<file path="src/rtl/subtractor_8b_pkg.sv">
// Shared constants for the unsigned ripple-borrow subtractor.
package subtractor_8b_pkg;

  localparam int DATA_W = 8;

endpackage

</file>
<file path="src/rtl/subtractor_8b_full_subtractor.sv">
// One-bit full subtractor cell: d = a - b - bin, with borrow out.
module full_subtractor (
  input  logic a,
  input  logic b,
  input  logic bin,
  output logic d,
  output logic bout
);

  assign d    = a ^ b ^ bin;
  assign bout = (~a & b) | (~(a ^ b) & bin);

endmodule

</file>
<file path="src/rtl/subtractor_8b.sv">
// Unsigned WIDTH-bit ripple-borrow subtractor (A - B) with combinational
// result/borrow and a one-cycle registered copy.
module subtractor_8b
  import subtractor_8b_pkg::*;
#(
  parameter int WIDTH = DATA_W
) (
  input  logic             clk,
  input  logic             rst,
  input  logic [WIDTH-1:0] A,
  input  logic [WIDTH-1:0] B,
  output logic [WIDTH-1:0] S,
  output logic             Borrow,
  output logic [WIDTH-1:0] S_q,
  output logic             Borrow_q
);

  // borrow_chain[i] is the borrow into bit i; the LSB never borrows in.
  logic [WIDTH:0] borrow_chain;

  assign borrow_chain[0] = 1'b0;

  for (genvar i = 0; i < WIDTH; i++) begin : g_cell
    full_subtractor u_cell (
      .a    (A[i]),
      .b    (B[i]),
      .bin  (borrow_chain[i]),
      .d    (S[i]),
      .bout (borrow_chain[i+1])
    );
  end

  assign Borrow = borrow_chain[WIDTH];

  always_ff @(posedge clk) begin
    if (rst) begin
      S_q      <= '0;
      Borrow_q <= 1'b0;
    end else begin
      S_q      <= S;
      Borrow_q <= Borrow;
    end
  end

endmodule

</file>
<file path="config.mk">
export PLATFORM = sky130hd
export DESIGN_NAME = subtractor_8b
export DESIGN_NICKNAME = d
export VERILOG_FILES = /design/src/rtl/subtractor_8b_pkg.sv /design/src/rtl/subtractor_8b_full_subtractor.sv /design/src/rtl/subtractor_8b.sv
export SDC_FILE = /design/constraint.sdc
export NUM_CORES = 1
export LEC_CHECK = 0
export CORE_MARGIN = 1
export CORE_UTILIZATION = 36
export DETAILED_ROUTE_END_ITERATION = 6
export PLACE_DENSITY_LB_ADDON = 0.2
export SLEW_MARGIN = 20
export SYNTH_ARGS = -nofsm -noshare
export SYNTH_HDL_FRONTEND = slang
export SYNTH_SLANG_ARGS = --single-unit
</file>
<file path="constraint.sdc">
create_clock -name clk -period 15.42 [get_ports clk]
set_input_delay 3.084 -clock clk [delete_from_list [all_inputs] [get_ports clk]]
set_output_delay 3.084 -clock clk [all_outputs]
set_load 0.05 [all_outputs]
</file>
==> metrics.log, run 1 <==
[metrics] outcome: finished clean
[metrics] Mean Syn Cell Area: 10.0 µm²
[metrics] Tmin final: 10.22 ns
[metrics] count of yosys warnings during synthesis: 0
[metrics] slowest stage cell on the critical path: clkdlybuf4s50_1
[metrics] average via count per standard cell: 3.99
[metrics] most numerous cell in the Yosys netlist: inv_1
[metrics] biggest area contributors in the synthesized netlist: dfxtp_1 (34%), fa_1 (26%), inv_1 (13%)
[metrics] busiest grt layer: met2
[metrics] global route total overflow: 0
[metrics] number of nets in the layout: 110
[metrics] Tcrit/Tclk final: 0.662
[metrics] area of the mapped netlist: 531 µm²
[metrics] count of nets left with antenna violations after detail routing: 0
[metrics] crit path cell chain: clkdlybuf4s50_1, inv_1, ha_1, inv_1, fa_1, inv_1, fa_1, fa_1, fa_1, fa_1, fa_1, inv_1, fa_1, clkdlybuf4s50_1
[metrics] placeable core region: 1330 µm²
[metrics] number of cells traversed by the worst hold path: 4
[metrics] met3 usage: 0.0611
[metrics] switching portion of total power: 0.425
[metrics] starting density of the core: 0.398
[metrics] share of final-layout standard cells stronger than drive strength 1: 0.0843
[metrics] drt wl/cell: 8.87 µm
[metrics] die span in x: 40.4 µm
[metrics] worst setup slack after layout: 5.21 ns
[metrics] Arr. time, crit path: 7.13 ns
[metrics] total half-perimeter wirelength after legalization and detailed placement: 782 µm
[metrics] Most Frequent Cell on Critical Path: fa_1
[metrics] part of the total power dissipated in combinational logic: 0.542
[metrics] Crit path required time: 12.34 ns
[metrics] Achievable Freq: 97.9 MHz
[metrics] Cell Count, Final, Fillers Out: 98
[metrics] max_slew headroom: 0.657
[metrics] number of top-level design ports: 36
[metrics] synth cell count leaders: inv_1 (18), dfxtp_1 (9), buf_4 (8), fa_1 (7), nor2_1 (5)
[metrics] overall via count from detail_route: 391
[metrics] sequential fraction of the synthesis area: 0.340
[metrics] iteration count of the initial detailed-routing pass: 1
[metrics] number of input and output port buffers inserted: 35
[metrics] Die Area: 1630 µm²
[metrics] setup fix buffers added after clock tree synthesis: 0
[metrics] global-route wire length before repair: 1380 µm
[metrics] sequential cell fraction of total power: 0.276
[metrics] cts bufs inserted: 3
[metrics] number of pins with negative max-slew slack in the final report: 0
[metrics] level count of the clock H-tree: 1
[metrics] worst-margin pin slew: 0.513 ns
[metrics] hold_buf cts: 0
[metrics] starting DRC count in detailed routing: 0
[metrics] total power: 0.0962 mW
[metrics] syn nets: 79
[metrics] CTS tree: yes
[metrics] number of placement rows: 13
[metrics] maximum root-to-sink buffer count: 2
[metrics] setup TNS after final layout: 0 ns
[metrics] DRC viols: 0
[metrics] number of global-route vias before repair: 360
[metrics] largest incremental delay on the critical path: 0.72 ns
[metrics] static leakage power: 0.403 nW
[metrics] Hold Crit Class: primary input to register
[metrics] number of setup violations in the final report: 0
[metrics] part of the power in the clock network: 0.182
[metrics] GR met1 Demand/Resource: 0.130
[metrics] power density over the cells: 113 nW/µm²
[metrics] Primary FF master, synth: dfxtp_1
[metrics] antenna violations before repair: 0
[metrics] Cell Int Power: 0.0553 mW
[metrics] sinks on the clock net: 9
[metrics] share of the synthesized area in the top cell type: 0.340
[metrics] layout overhead on the synthesized area: 61.1%
[metrics] cell taking the most area after synthesis: dfxtp_1
[metrics] Detailed Route WL: 869 µm
[metrics] number of synthesized register bits: 9
[metrics] number of flops mapped to enable cells by yosys: 0
[metrics] Net Switching: 0.0409 mW
[metrics] Cell variety after synth: 11
[metrics] final antenna diode count: 0
[metrics] clock root buffer: clkbuf_4
[metrics] die outline height: 40.4 µm
[metrics] RSZ-0062 raised after global routing: false
[metrics] post-cts sizing count: 0
[metrics] worst hold slack: 3.51 ns
[metrics] met2 usage: 0.246
[metrics] Critical Path Start Type: primary input
[metrics] maximum capacitance violations: 0
[metrics] number of hold violations in the final report: 0
[metrics] routability-driven placement congestion ratio: 0.602
[metrics] Global Route Usage Sum: 0.135
[metrics] Setup crit end kind: primary output
[metrics] gate count after technology mapping: 53
[metrics] placed cell count: 94
[metrics] Setup CP Type: primary input to primary output
[metrics] IR Drop Worst-Case VDD: 0.0677 mV
[metrics] maximum fanout along the worst path: 2
[metrics] maximum number of pins on one net before global-route repair: 10
[metrics] async set or reset register ratio after synthesis: 0
[metrics] clk slew on worst S/H paths: 0.06 ns
[metrics] pre-CTS setup slack: 5.17 ns
==> cell type report <==
cell class	count	area, µm²
Clock buffer	4	26.3
Multi-Input combinational cell	17	211
Timing Repair Buffer	35	350
Inverter	18	67.6
Tap cell	15	18.8
Sequential cell	9	180
Fill cell	117	479
==> per-layer routing <==
layer,vias up,share of wire
met5,-,0
met4,0,0
met3,0,0.12
met2,21,0.55
met1,176,0.33
li1,194,-
==> layout by cell type, fill, tap and decap left out <==
| master | count |
|---|---|
| dfxtp_1 | 9 |
| ha_1 | 1 |
| nor2_4 | 1 |
| clkdlybuf4s50_1 | 35 |
| clkbuf_4 | 3 |
| nor2b_4 | 1 |
| inv_1 | 18 |
| nor2_2 | 1 |
| nor2_1 | 5 |
| nor2b_2 | 1 |
| clkbuf_1 | 1 |
| fa_1 | 7 |
==> critical path, delay by kind of cell <==
family     cells  cell delay, ns
fa+ha+maj      8            2.64
buf+inv        6            1.40
==> flip-flops by register name, indices dropped and copies added (netlist names) <==
register  count
Borrow_q      1
S_q           8
==> power groups by stage <==
stage	Combinational, mW	Clock (mW)	Sequential [mW]
final	0.0522	0.0175	0.0265
after global routing	0.0556	0.0207	0.0268
after CTS	0.0529	0.0187	0.0265
after detailed placement	0.0528	0	0.0271
after global placement	0.0521	0	0.0270
after floorplan	0.0296	0	0.0368
==> metrics by stage <==
step                instance area, µm²   util
floorplan                          531      -
global placement                   828  0.621
detailed placement                 828  0.621
CTS                                855  0.641
global route                       855  0.641
finish                             855  0.641
==> cell families after synthesis <==
group                      after synthesis  share of synthesized area
adders and majority gates                8                      0.288
buffers and inverters                   27                      0.262
DFF                                      9                      0.340
and+or+nand+nor                          9                      0.111
==> worst paths after layout <==
| kind | startpoint | end | slack, ns |
|---|---|---|---|
| max | A[0] | S[7] | 5.21 |
| min | A[0] | S_q[0] | 3.51 |
No activity file was read; power rests on OpenSTA's default activity.
==> inputs of run 2 (changes only) <==
--- a/config.mk
+++ b/config.mk
@@ -6,7 +6,7 @@
 export NUM_CORES = 1
 export LEC_CHECK = 0
 export CORE_MARGIN = 1
-export CORE_UTILIZATION = 36
+export CORE_UTILIZATION = 30
 export DETAILED_ROUTE_END_ITERATION = 6
 export PLACE_DENSITY_LB_ADDON = 0.2
 export SLEW_MARGIN = 20
==> constraint.sdc (replaced) <==
create_clock -name clk -period 8.51 [get_ports clk]
set_input_delay 1.702 -clock clk [delete_from_list [all_inputs] [get_ports clk]]
set_output_delay 1.702 -clock clk [all_outputs]
set_load 0.05 [all_outputs]
==> run 2 against run 1 <==
Compared with the run above: the flow now finishes with violations (design-rule violations); sequential share of layout area is essentially flat; first-iteration DRC count is 4 higher; setup slack got worse by 4.1 ns; largest power group unchanged; cell count up 1.0%; combinational power rose by 80%.
==> metrics.log, run 2 (synthesis results as in run 1) <==
[metrics] CTS tree: yes (unchanged)
[metrics] Hold Crit Class: primary input to register (unchanged)
[metrics] DRC viols: 1 (was 0)
[metrics] outcome: finished with violations (was finished clean)
[metrics] switching portion of total power: 0.428 (was 0.425)
[metrics] final antenna diode count: 0 (unchanged)
[metrics] launch point of the critical path: A[0] (unchanged)
[metrics] Setup CP Type: primary input to primary output (unchanged)
[metrics] setup fix buffers added after clock tree synthesis: 0 (unchanged)
[metrics] global-route wire length before repair: 1410 µm (was 1380 µm)
[metrics] part of the total power dissipated in combinational logic: 0.536 (was 0.542)
[metrics] Tmin final: 7.44 ns
[metrics] Net Switching: 0.0749 mW (was 0.0409 mW)
[metrics] RSZ-0062 raised after global routing: false (unchanged)
[metrics] category of cells accounting for the largest share of critical-path delay: adder cells (unchanged)
[metrics] setup TNS after final layout: 0 ns (unchanged)
[metrics] number of setup violations in the final report: 0 (unchanged)
[metrics] number of nets in the layout: 110 (unchanged)
[metrics] Global Route Usage Sum: 0.103 (was 0.135)
[metrics] static leakage power: 0.403 nW (unchanged)
[metrics] sequential cell fraction of total power: 0.275 (was 0.276)
[metrics] post-cts sizing count: 0 (unchanged)
[metrics] IR Drop Worst-Case VDD: 0.101 mV (was 0.0677 mV)
[metrics] largest registers: S_q (8), Borrow_q (1) (unchanged)
[metrics] pre-CTS setup slack: 1.04 ns (was 5.17 ns)
[metrics] layout overhead on the synthesized area: 61.3% (was 61.1%)
[metrics] starting density of the core: 0.337 (was 0.398)
[metrics] worst hold slack: 2.13 ns (was 3.51 ns)
[metrics] hold_buf cts: 0 (unchanged)
[metrics] clock root buffer: clkbuf_4 (unchanged)
[metrics] maximum capacitance violations: 0 (unchanged)
[metrics] total half-perimeter wirelength after legalization and detailed placement: 718 µm (was 782 µm)
[metrics] worst setup slack after layout: 1.07 ns (was 5.21 ns)
[metrics] drt wl/cell: 8.25 µm (was 8.87 µm)
[metrics] level count of the clock H-tree: 1 (unchanged)
[metrics] Most Frequent Cell on Critical Path: fa_1 (unchanged)
[metrics] maximum fanout along the worst path: 2 (unchanged)
[metrics] die span in x: 44.1 µm (was 40.4 µm)
[metrics] number of pins with negative max-slew slack in the final report: 0 (unchanged)
[metrics] number of flip-flops under the largest register name: 8 (unchanged)
[metrics] total power: 0.175 mW (was 0.0962 mW)
[metrics] Critical Path Start Type: primary input (unchanged)
[metrics] Achievable Freq: 134 MHz
[metrics] slowest stage cell on the critical path: clkdlybuf4s50_1 (unchanged)
[metrics] starting DRC count in detailed routing: 4 (was 0)
[metrics] launch point of the worst hold path: A[0] (unchanged)
[metrics] Arr. time, crit path: 5.74 ns (was 7.13 ns)
[metrics] commonest non-fill, non-tap cell in the layout: clkdlybuf4s50_1 (unchanged)
[metrics] overall via count from detail_route: 393 (was 391)
[metrics] number of global-route vias before repair: 365 (was 360)
[metrics] Tcrit/Tclk final: 0.874
[metrics] average via count per standard cell: 3.97 (was 3.99)
[metrics] maximum root-to-sink buffer count: 2 (unchanged)
[metrics] Die Area: 1940 µm² (was 1630 µm²)
[metrics] Crit path required time: 6.81 ns (was 12.34 ns)
[metrics] number of top-level design ports: 36 (unchanged)
[metrics] Setup crit end kind: primary output (unchanged)
[metrics] sinks on the clock net: 9 (unchanged)
[metrics] number of hold violations in the final report: 0 (unchanged)
[metrics] cts bufs inserted: 3 (unchanged)
[metrics] iteration count of the initial detailed-routing pass: 7 (was 1)
[metrics] antenna violations before repair: 0 (unchanged)
[metrics] most frequent cells in the layout: clkdlybuf4s50_1 (35), inv_1 (18), dfxtp_1 (9), fa_1 (7), nor2_1 (5) (unchanged)
[metrics] number of input and output port buffers inserted: 35 (unchanged)
[metrics] worst-margin pin slew: 0.506 ns (was 0.513 ns)
[metrics] power density over the cells: 204 nW/µm² (was 113 nW/µm²)
[metrics] failing checks: design-rule violations
[metrics] count of buffer and inverter cells on the critical path: 6 (unchanged)
[metrics] clk slew on worst S/H paths: 0.06 ns (about the same)
[metrics] maximum number of pins on one net before global-route repair: 10 (unchanged)
[metrics] die outline height: 44.1 µm (was 40.4 µm)
[metrics] number of placement rows: 14 (was 13)
[metrics] share of final-layout standard cells stronger than drive strength 1: 0.0843 (unchanged)
[metrics] Cell Int Power: 0.100 mW (was 0.0553 mW)
[metrics] Detailed Route WL: 817 µm (was 869 µm)
[metrics] Layout Utilization: 0.543 (was 0.641)
[metrics] max_slew headroom: 0.662 (was 0.657)
[metrics] routability-driven placement congestion ratio: 0.630 (was 0.602)
[metrics] placeable core region: 1580 µm² (was 1330 µm²)
[metrics] count of nets left with antenna violations after detail routing: 0 (unchanged)
[metrics] part of the power in the clock network: 0.189 (was 0.182)
[metrics] crit path cell chain: clkdlybuf4s50_1, inv_1, ha_1, inv_1, fa_1, inv_1, fa_1, fa_1, fa_1, fa_1, fa_1, inv_1, fa_1, clkdlybuf4s50_1 (unchanged)
[metrics] global route total overflow: 0 (unchanged)
[metrics] largest incremental delay on the critical path: 0.71 ns (was 0.72 ns)
[metrics] Top reg by flops: S_q (unchanged)
run 2: power groups by stage:
| stage | combinational (mW) | clock (mW) | sequential, mW |
|---|---|---|---|
| after global routing | 0.0995 | 0.0379 | 0.0486 |
| after CTS | 0.0950 | 0.0354 | 0.0482 |
| after detailed placement | 0.0948 | 0 | 0.0491 |
| after floorplan | 0.0537 | 0 | 0.0667 |
| final | 0.0939 | 0.0330 | 0.0481 |
| after global placement | 0.0945 | 0 | 0.0490 |
run 2: worst paths after layout:
path	cells past startpoint	slack, ns	end
hold / removal	4	2.13	S_q[0]
setup / recovery	14	1.07	S[7]
run 2: per-layer routing:
metal,wire [µm],global-route usage,part of all wire
met5,0,0,0
met3,97,0.0653,0.12
met2,412,0.156,0.50
met1,308,0.109,0.38
met4,0,0.0545,0
run 2: stage by stage:
stage / cell area [µm²] / instances
2_1_floorplan: 531 / 53
3_3_place_gp: 830 / 95
3_5_place_dp: 830 / 95
4_1_cts: 856 / 99
5_1_grt: 856 / 99
6_report: 856 / 99
run 2: area by class of cell:
type | instances | area, µm²
fill | 152 | 721
timing repair buffer | 35 | 350
multi-input combinational | 17 | 211
sequential | 9 | 180
inverter | 18 | 67.6
clock buffer | 4 | 26.3
tap | 16 | 20.0
